## config.mk

```make
export PLATFORM = sky130hd
export DESIGN_NAME = cpu_boot_sequencer
export DESIGN_NICKNAME = d
export VERILOG_FILES = /design/src/rtl/cpu_boot_sequencer.sv
export SDC_FILE = /design/constraint.sdc
export NUM_CORES = 1
export LEC_CHECK = 0
export BUFFER_PORTS_ARGS = -buffer_cell sky130_fd_sc_hd__buf_2
export CAP_MARGIN = 20
export CORE_ASPECT_RATIO = 2
export CORE_MARGIN = 8
export CORE_UTILIZATION = 44
export DETAILED_ROUTE_END_ITERATION = 7
export PLACE_DENSITY = 0.85
export SYNTH_ARGS = -nofsm -noshare
export SYNTH_HDL_FRONTEND = slang
export SYNTH_SLANG_ARGS = --single-unit
export TNS_END_PERCENT = 100
```

## constraint.sdc

```tcl
create_clock -name clock -period 2 [get_ports clock]
set_clock_uncertainty 0.05 [all_clocks]
set_input_delay 0 -clock clock [delete_from_list [all_inputs] [get_ports clock]]
set_output_delay 0 -clock clock [all_outputs]
set_load 0.01 [all_outputs]
```

## src/rtl/cpu_boot_sequencer.sv

```systemverilog
// Boot sequencer: arbitrates one single-port RAM between a host loader and the CPU.
// The host loads or inspects memory while the CPU is held in reset, then releases it to run.
module cpu_boot_sequencer #(
    parameter int unsigned ADDR_W      = 16,
    parameter int unsigned DATA_W      = 32,
    parameter int unsigned HOLD_CYCLES = 2
) (
    input  logic              clock,
    input  logic              reset,
    input  logic              host_valid,
    output logic              host_ready,
    input  logic [1:0]        host_cmd,
    input  logic [DATA_W-1:0] host_data,
    output logic              host_rsp_valid,
    output logic [DATA_W-1:0] host_rsp_data,
    output logic              running,
    output logic [31:0]       run_cycles,
    output logic              cpu_reset,
    input  logic [ADDR_W-1:0] cpu_address,
    input  logic              cpu_we,
    input  logic [DATA_W-1:0] cpu_data_out,
    output logic [DATA_W-1:0] cpu_data_in,
    output logic [ADDR_W-1:0] mem_address,
    output logic              mem_we,
    output logic [DATA_W-1:0] mem_wdata,
    input  logic [DATA_W-1:0] mem_rdata
);

    localparam int unsigned HOLD_W = (HOLD_CYCLES > 1) ? $clog2(HOLD_CYCLES) : 1;
    localparam logic [HOLD_W-1:0] HOLD_INIT = HOLD_W'(HOLD_CYCLES - 1);

    localparam logic [1:0] CMD_WRITE = 2'b00;
    localparam logic [1:0] CMD_PTR   = 2'b01;
    localparam logic [1:0] CMD_READ  = 2'b10;
    localparam logic [1:0] CMD_RUN   = 2'b11;

    typedef enum logic [2:0] {
        S_LOAD,
        S_WR,
        S_RD,
        S_RSP,
        S_RELEASE,
        S_RUN
    } state_t;

    state_t              r_state;
    logic [ADDR_W-1:0]   r_ptr;
    logic [DATA_W-1:0]   r_data;
    logic [HOLD_W-1:0]   r_hold_cnt;
    logic                r_cpu_reset;
    logic                r_running;
    logic                r_rsp_valid;
    logic [DATA_W-1:0]   r_rsp_data;
    logic [31:0]         r_run_cycles;

    logic                w_accept;

    assign host_ready     = (r_state == S_LOAD) || (r_state == S_RUN);
    assign w_accept       = host_valid && host_ready;
    assign host_rsp_valid = r_rsp_valid;
    assign host_rsp_data  = r_rsp_data;
    assign running        = r_running;
    assign run_cycles     = r_run_cycles;
    assign cpu_reset      = r_cpu_reset;
    assign cpu_data_in    = mem_rdata;

    // Memory port mux; the write strobe is masked by reset so an interrupted WR never lands.
    always_comb begin
        mem_address = r_ptr;
        mem_wdata   = r_data;
        mem_we      = 1'b0;
        if (r_state == S_RUN) begin
            mem_address = cpu_address;
            mem_wdata   = cpu_data_out;
            mem_we      = cpu_we;
        end else if (r_state == S_WR) begin
            mem_we = 1'b1;
        end
        if (reset) begin
            mem_we = 1'b0;
        end
    end

    always_ff @(posedge clock) begin
        if (reset) begin
            r_state      <= S_LOAD;
            r_ptr        <= '0;
            r_data       <= '0;
            r_hold_cnt   <= '0;
            r_cpu_reset  <= 1'b1;
            r_running    <= 1'b0;
            r_rsp_valid  <= 1'b0;
            r_rsp_data   <= '0;
            r_run_cycles <= '0;
        end else begin
            r_rsp_valid <= 1'b0;
            case (r_state)
                S_LOAD: begin
                    if (w_accept) begin
                        case (host_cmd)
                            CMD_WRITE: begin
                                r_data  <= host_data;
                                r_state <= S_WR;
                            end
                            CMD_PTR:  r_ptr   <= host_data[ADDR_W-1:0];
                            CMD_READ: r_state <= S_RD;
                            CMD_RUN: begin
                                r_hold_cnt   <= HOLD_INIT;
                                r_run_cycles <= '0;
                                r_state      <= S_RELEASE;
                            end
                            default: r_state <= S_LOAD;
                        endcase
                    end
                end
                S_WR: begin
                    r_ptr   <= r_ptr + ADDR_W'(1);
                    r_state <= S_LOAD;
                end
                S_RD: begin
                    r_rsp_data  <= mem_rdata;
                    r_rsp_valid <= 1'b1;
                    r_ptr       <= r_ptr + ADDR_W'(1);
                    r_state     <= S_RSP;
                end
                S_RSP: r_state <= S_LOAD;
                S_RELEASE: begin
                    if (r_hold_cnt == '0) begin
                        r_cpu_reset <= 1'b0;
                        r_running   <= 1'b1;
                        r_state     <= S_RUN;
                    end else begin
                        r_hold_cnt <= r_hold_cnt - HOLD_W'(1);
                    end
                end
                S_RUN: begin
                    if (r_run_cycles != '1) begin
                        r_run_cycles <= r_run_cycles + 32'd1;
                    end
                    // Only halt is honoured while running; other host commands are dropped.
                    if (w_accept && (host_cmd == CMD_RUN)) begin
                        r_cpu_reset <= 1'b1;
                        r_running   <= 1'b0;
                        r_state     <= S_LOAD;
                    end
                end
                default: r_state <= S_LOAD;
            endcase
        end
    end

endmodule

```

==> results.md, run 1 <==
- Worst relative slew slack: between 60% and 70%
- Clock Path Buffers: 2
- Fmax: around 0.5 GHz
- Pin count of the biggest net entering global routing: 62
- Final ANT Viol Nets: 0
- H-tree levels: 4
- Antenna violations before repair: 3
- Crit Path Max Fanout: 4
- CTS sink count: 119
- Fill cells: between 1,000 and 1,500
- Mapped Cells: about 890
- Die X: 101 um
- Avg Inst Size Synth: 7.19 um2
- Pleak: 4.31 nW
- Drt pass-1 iters: 5
- Cell variety after synth: 60
- CP max stage cell: o31ai_1
- WP data required: approximately 2.2 ns
- Total gr overflow: 0
- RSZ-0062 raised after global routing: yes
- First-pass GRT wire length: around 38,000 um
- PD cells: about 750 nW/um2
- Worst Path Arrival: ~2.3 ns
- Place WS: between 0.02 and 0.03 ns
- Final worst slack: -0.0362 ns
- Placed cell area: around 7900 um2
- Wirelength per Cell: 17.7 um
- Mapped Area: 6370 um2
- Final max-slew violation count: 0
- GRT Util Overall: approximately 25%
- Status: complete, but fails checks
- HP Class: input pin to flip-flop
- Vias in the first global route: just under 8,000
- Most common cell after layout, fill and taps aside: nand2_1
- Num rows: just over 60
- Largest family of logic cells by synthesized area: simple AND/OR/NAND/NOR gates
- Critical path, cell by cell: ha_4 > nand3_4 > nor4_4 > nand2_1 > buf_4 > buf_4 > o31ai_1 > a221oi_2
- Most used cell, CP: buf_4
- Number of synthesized flops with an enable pin: 0
- Area delta synth->final: 47.0%
- Die height: about 190 um
- Core area: between 10,000 and 15,000 um2
- Simple-Gate Fraction of Synth Area: around a third
- Most frequent cells in the layout: 318 x nand2_1, 265 x buf_2, 113 x dfxtp_1
- Synth Area in Compound Gates: 19.9%
- Critical path launch point type: flip-flop
- Initial drt markers: ~470
- Hpwl dp: approximately 16,000 um
- Final #Nets: 1,329
- Tmin final: ~2.0 ns
- Vias per cell: 5.48
- CP Buf/Inv Count: 2
- Post-route cell area: ~9400 um2
- CP Capture Type: flip-flop
- Sequential-to-total area share from yosys stat: between 30% and 40%
- Die ar.: about 19,000 um2
- CTS buffer count: 17
- Max-cap violations: 0
- Synth Area in Adders: under 10%
- Worst Path Class, Setup: flip-flop to flip-flop
- Skew-Pair Late Insertion Delay: about 0.42 ns
- CTS tree: done
- Initial Util: around 45%
- Final setup violation count: 2
- Routability cong.: between 0.9 and 1
- Clock transition at path regs: ~0.060 ns
- Layout cells sized above 1: between 30 and 40%
- Ys async rst share: 0%
- Max incr delay on CP: roughly 0.37 ns
- Failing checks: setup timing
- # port buffers: between 200 and 300
- Fin crit share: 102%
- Most used DFF post-synth: dfxtp_1
- Num ports: 267
- Fin. Hold Viols: 0
- Synth Area in XOR/XNOR: 0.412%
- Root Driver: clkbuf_16
- Mux share of post-synthesis cell area: less than 1%
- DRT Wirelength: roughly 25,000 um
- Total number of vias: 7,716
- Synthesis-stage register bit count: between 100 and 150
- Worst-Margin Slew: around 0.48 ns
- Largest delay share family, worst path: simple AND/OR/NAND/NOR gates
- DRC violations left: 0
- Syn nets: between 1,000 and 1,500
- Yosys Warn Count: 0
- Maximum VDD drop: 654 uV
[repair_timing]
| item | 4_1_cts | 5_1_grt |
|---|---|---|
| pin swaps | 2 | 6 |
| endpoints found under the hold margin | 99 | 0 |
| hold buffers | 66 | 0 |
| gates cloned | 1 | 1 |
| resized for setup | 8 | 14 |
| setup buffers | 2 | 6 |
| setup endpoints to repair | 48 | 71 |
[kinds of logic (layout without fill, tap and decap cells)]
group,count (synthesis),after routing
and+or+nand+nor,447,447
AOI/OAI and AO/OA,200,200
DFF,119,119
buffers and inverters,109,437
adders and majority gates,7,7
xor gates and xnor gates,3,3
muxes,2,2
other,0,2
[flip-flops by register name, summed over array words and instances, names as in the netlist]
| name | count |
|---|---|
| cpu_reset | 1 |
| host_rsp_data | 32 |
| host_rsp_valid | 1 |
| r_data | 32 |
| r_hold_cnt | 1 |
| r_ptr | 16 |
| r_state | 3 |
| run_cycles | 32 |
| running | 1 |
[synthesized netlist by cell type, types with 6 or more instances]
cell / count / share of area (%)
nand4_1: 11 / 1.1
or4_1: 6 / 0.71
buf_1: 7 / 0.41
nor2_1: 29 / 1.7
ha_1: 7 / 1.4
clkbuf_1: 38 / 2.2
nand3_1: 16 / 1.3
buf_4: 34 / 4.0
dfxtp_1: 119 / 37
o31ai_1: 6 / 0.71
and2_1: 6 / 0.59
a31oi_1: 15 / 1.5
a311oi_1: 14 / 1.9
a21oi_1: 92 / 7.2
a41oi_1: 9 / 1.2
or3_1: 7 / 0.69
buf_2: 13 / 1.0
a211oi_1: 11 / 1.3
nor3_1: 16 / 1.3
nand2_1: 319 / 19
inv_1: 12 / 0.71
and3_1: 8 / 0.79
o21ai_0: 20 / 1.6
[per-layer routing]
metal	track usage, %	up-vias	routed length, um
met5	0	-	8
met1	22.9	3541	8290
met3	6.71	108	1920
met4	18.0	2	1390
met2	46.5	410	13400
li1	-	3655	-
[worst register-to-register path, cell delays in order, from the launching register on]
cell	delay, ns
dfxtp_2	0.35
ha_4	0.16
nand3_4	0.10
nor4_4	0.34
nand2_1	0.15
buf_4	0.16
buf_4	0.13
o31ai_1	0.37
a221oi_2	0.10
[power breakdown]
group,switching (mW),leakage [nW],internal (mW)
Sequential,0.0836,0.967,2.48
Combinational,0.639,3.03,0.510
Clock,1.10,0.311,2.19
Total,1.82,4.31,5.18
[cell type report]
cell class,instances,area (um2),share of cell area (%)
clock inverters,9,148,1.58
inverters,12,45.0,0.481
multi-input cells,659,3460,36.9
flip-flops and latches,119,2390,25.5
well taps,192,240,2.56
repair buffers,395,2600,27.8
diodes,2,5.00,0.0534
clock buffers,21,480,5.13
[final timing paths]
check / start / to / slack (ns) / cells after the start
max: run_cycles[1] / run_cycles[20] / -0.04 / 8
min: host_cmd[1] / r_state[2] / 0.01 / 4
max reg2reg: run_cycles[1] / run_cycles[20] / -0.04 / 8
min reg2reg: host_rsp_data[11] / host_rsp_data[11] / 0.40 / 2
[stage by stage]
| stage | setup TNS, ns | power, mW | hold slack, ns | instances | utilization (%) |
|---|---|---|---|---|---|
| after detailed placement | 0 | 3.61 | 0.153 | 1301 | 55.1 |
| after global placement | 0 | 3.58 | 0.152 | 1301 | 55.1 |
| after global routing | -0.550 | 7.26 | 0.0544 | 1409 | 65.6 |
| final | -0.0617 | 7.00 | 0.0142 | 1409 | 65.6 |
| after CTS | 0 | 7.01 | 0.000422 | 1400 | 64.7 |
| after floorplan | 0 | 3.21 | 0.0418 | 887 | - |
Note: power is estimated with default switching activity, not from simulation.
==> run 2: changes to the inputs <==
--- a/config.mk
+++ b/config.mk
@@ -9,9 +9,9 @@
 export CAP_MARGIN = 20
 export CORE_ASPECT_RATIO = 2
 export CORE_MARGIN = 8
-export CORE_UTILIZATION = 44
+export CORE_UTILIZATION = 49
 export DETAILED_ROUTE_END_ITERATION = 7
-export PLACE_DENSITY = 0.85
+export PLACE_DENSITY = 0.9
 export SYNTH_ARGS = -nofsm -noshare
 export SYNTH_HDL_FRONTEND = slang
 export SYNTH_SLANG_ARGS = --single-unit
==> constraint.sdc (replaced) <==
create_clock -name clock -period 1.9 [get_ports clock]
set_clock_uncertainty 0.05 [all_clocks]
set_input_delay 0 -clock clock [delete_from_list [all_inputs] [get_ports clock]]
set_output_delay 0 -clock clock [all_outputs]
set_load 0.01 [all_outputs]
==> results.md, run 2 (same netlist as run 1, synthesis figures left out) <==
- Status: complete, but fails checks
- Failing checks: setup timing
- Fin crit share: 101%
- Final worst slack: -0.0141 ns
- Clock Path Buffers: 2
- Combinational power share: 17.0%
- Max incr delay on CP: around 0.5 ns
- Routability cong.: approximately 0.93
- Layout cells sized above 1: 35.7%
- Reg power frac: a little over a third
- Critical path launch point type: flip-flop
- Layout Cells excl Fill: 1,404
- Clock transition at path regs: approximately 0.060 ns
- DRT Wirelength: 25,300 um
- Cell-internal power: about 5.5 mW
- Pwr Total: about 7.5 mW
- CP max stage cell: or4_4
- Vias in the first global route: between 7,000 and 8,000
- Core area: around 13,000 um2
- Num rows: 59
- Final setup violation count: 2
- Crit Path Max Fanout: 4
- CP Capture Type: flip-flop
- Num ports: between 200 and 300
- Pleak: 4.51 nW
- GRT Util Overall: 26.8%
- Clock share of power: 47.1%
- Most frequent cells in the layout: 319 x nand2_1, 265 x buf_2, 105 x dfxtp_1
- Tmin final: about 1.9 ns
- RSZ-0062 raised after global routing: yes
- Final #Nets: ~1,400
- Most common cell after layout, fill and taps aside: nand2_1
- Worst Path Arrival: around 2.2 ns
- # port buffers: around 270
- CTS buffer count: 17
- Die X: between 90 and 100 um
- Total number of vias: around 8,000
- Hpwl dp: about 16,000 um
- Final ANT Viol Nets: 0
- Max-cap violations: 0
- Wirelength per Cell: around 18 um
- Initial Util: about half
- Root Driver: clkbuf_16
- Post-Place Cells: ~1,300
- CTS sink count: ~120
- Maximum VDD drop: about 830 uV
- Worst Path Class, Setup: flip-flop to flip-flop
- R2R depth: 6
- Pin count of the biggest net entering global routing: 56
- HP Class: input pin to flip-flop
- Worst-Margin Slew: approximately 0.62 ns
- Skew-Pair Late Insertion Delay: 0.41 ns
- Vias per cell: ~5.7
- R2R Setup Slk: -0.01 ns
- Area delta synth->final: 51.8%
- Antenna violations before repair: 0
- Die height: between 150 and 200 um
- Initial drt markers: approximately 580
- Drt pass-1 iters: 5
- RR Endpoint: run_cycles[20]
- DRC violations left: 0
- Sw Pwr: around 2 mW
- Final max-slew violation count: 0
- H-tree levels: 4
- Total gr overflow: 0
- Largest delay share family, worst path: simple AND/OR/NAND/NOR gates
- Crit path capture: run_cycles[20]
- Fin. Hold Viols: 0
- WP depth: 6
- Worst relative slew slack: approximately 58%
- First-pass GRT wire length: around 39,000 um
- Critical path, cell by cell: ha_4 > nand3_4 > nor4_4 > nand2_1 > or4_4 > a221oi_2
- CTS tree: done
- WP data required: roughly 2.2 ns
- Die ar.: roughly 17,000 um2
- Fmax: around 0.52 GHz
- PD cells: approximately 770 nW/um2
- Crit path from: run_cycles[0]
- Switching share of power: approximately 27%
- CP Buf/Inv Count: 0
- Reg2reg start: run_cycles[0]
-- run 2: cell count changes in the layout (fill, tap and decap cells not counted), sizes merged --
cell,delta
bufbuf,-1
diode,-1
dlygate4sd3,-1
clkbuf,-2
buf,+36
clkinvlp,+1
inv,+3
-- run 2: metrics by stage --
stage          setup TNS, ns  cell area (um2)  hold WS (ns)  worst slack, ns  utilization (%)
2_1_floorplan              0             6400        0.0418           0.0293                -
3_3_place_gp               0             7950         0.152           0.0522             61.9
3_5_place_dp          -0.187             7950         0.152          -0.0740             61.9
4_1_cts                    0             9340        0.0461          0.00583             72.7
5_1_grt               -0.944             9680        0.0636           -0.117             75.3
6_report             -0.0211             9680        0.0637          -0.0141             75.3
-- run 2: worst min path at each step --
| stage | depth (start not counted) | start | to | slack, ns |
|---|---|---|---|---|
| floorplan | 1 | mem_rdata[0] | cpu_data_in[0] | 0.04 |
| global placement | 2 | mem_rdata[25] | cpu_data_in[25] | 0.15 |
| detailed placement | 2 | mem_rdata[25] | cpu_data_in[25] | 0.15 |
| CTS | 4 | host_cmd[1] | r_state[2] | 0.05 |
| global route | 2 | reset | host_rsp_data[27] | 0.06 |
| finish | 2 | reset | run_cycles[15] | 0.06 |
-- run 2: layer usage --
| layer | global-route usage (%) | part of all wire, % | vias up |
|---|---|---|---|
| li1 | - | - | 3732 |
| met1 | 27.9 | 36 | 3701 |
| met2 | 45.7 | 49 | 515 |
| met3 | 10.3 | 10 | 92 |
| met4 | 14.4 | 4.2 | 0 |
| met5 | 0 | 0 | - |
-- run 2: area by class of cell --
type / count / area (um2)
flip-flops and latches: 119 / 2410
repair buffers: 429 / 2860
inverters: 12 / 45.0
clock inverters: 13 / 193
diodes: 1 / 2.50
fillers: 910 / 3170
well taps: 152 / 190
clock buffers: 19 / 453
multi-input cells: 659 / 3530
-- run 2: repair_timing --
action | CTS | global route
hold endpoints to repair | 79 | 0
hold buffers | 65 | 0
endpoints found under the setup margin | 59 | 76
cloned | 1 | 3
pin swaps | 2 | 17
gates resized for setup | 9 | 39
buffers inserted | 4 | 21
-- run 2: power by group through the flow --
stage | Sequential (mW) | Clock [mW] | Combinational [mW]
global placement | 2.73 | 0 | 1.06
detailed placement | 2.74 | 0 | 1.09
global route | 2.70 | 3.67 | 1.38
finish | 2.69 | 3.52 | 1.27
floorplan | 2.74 | 0 | 0.636
CTS | 2.68 | 3.54 | 1.21
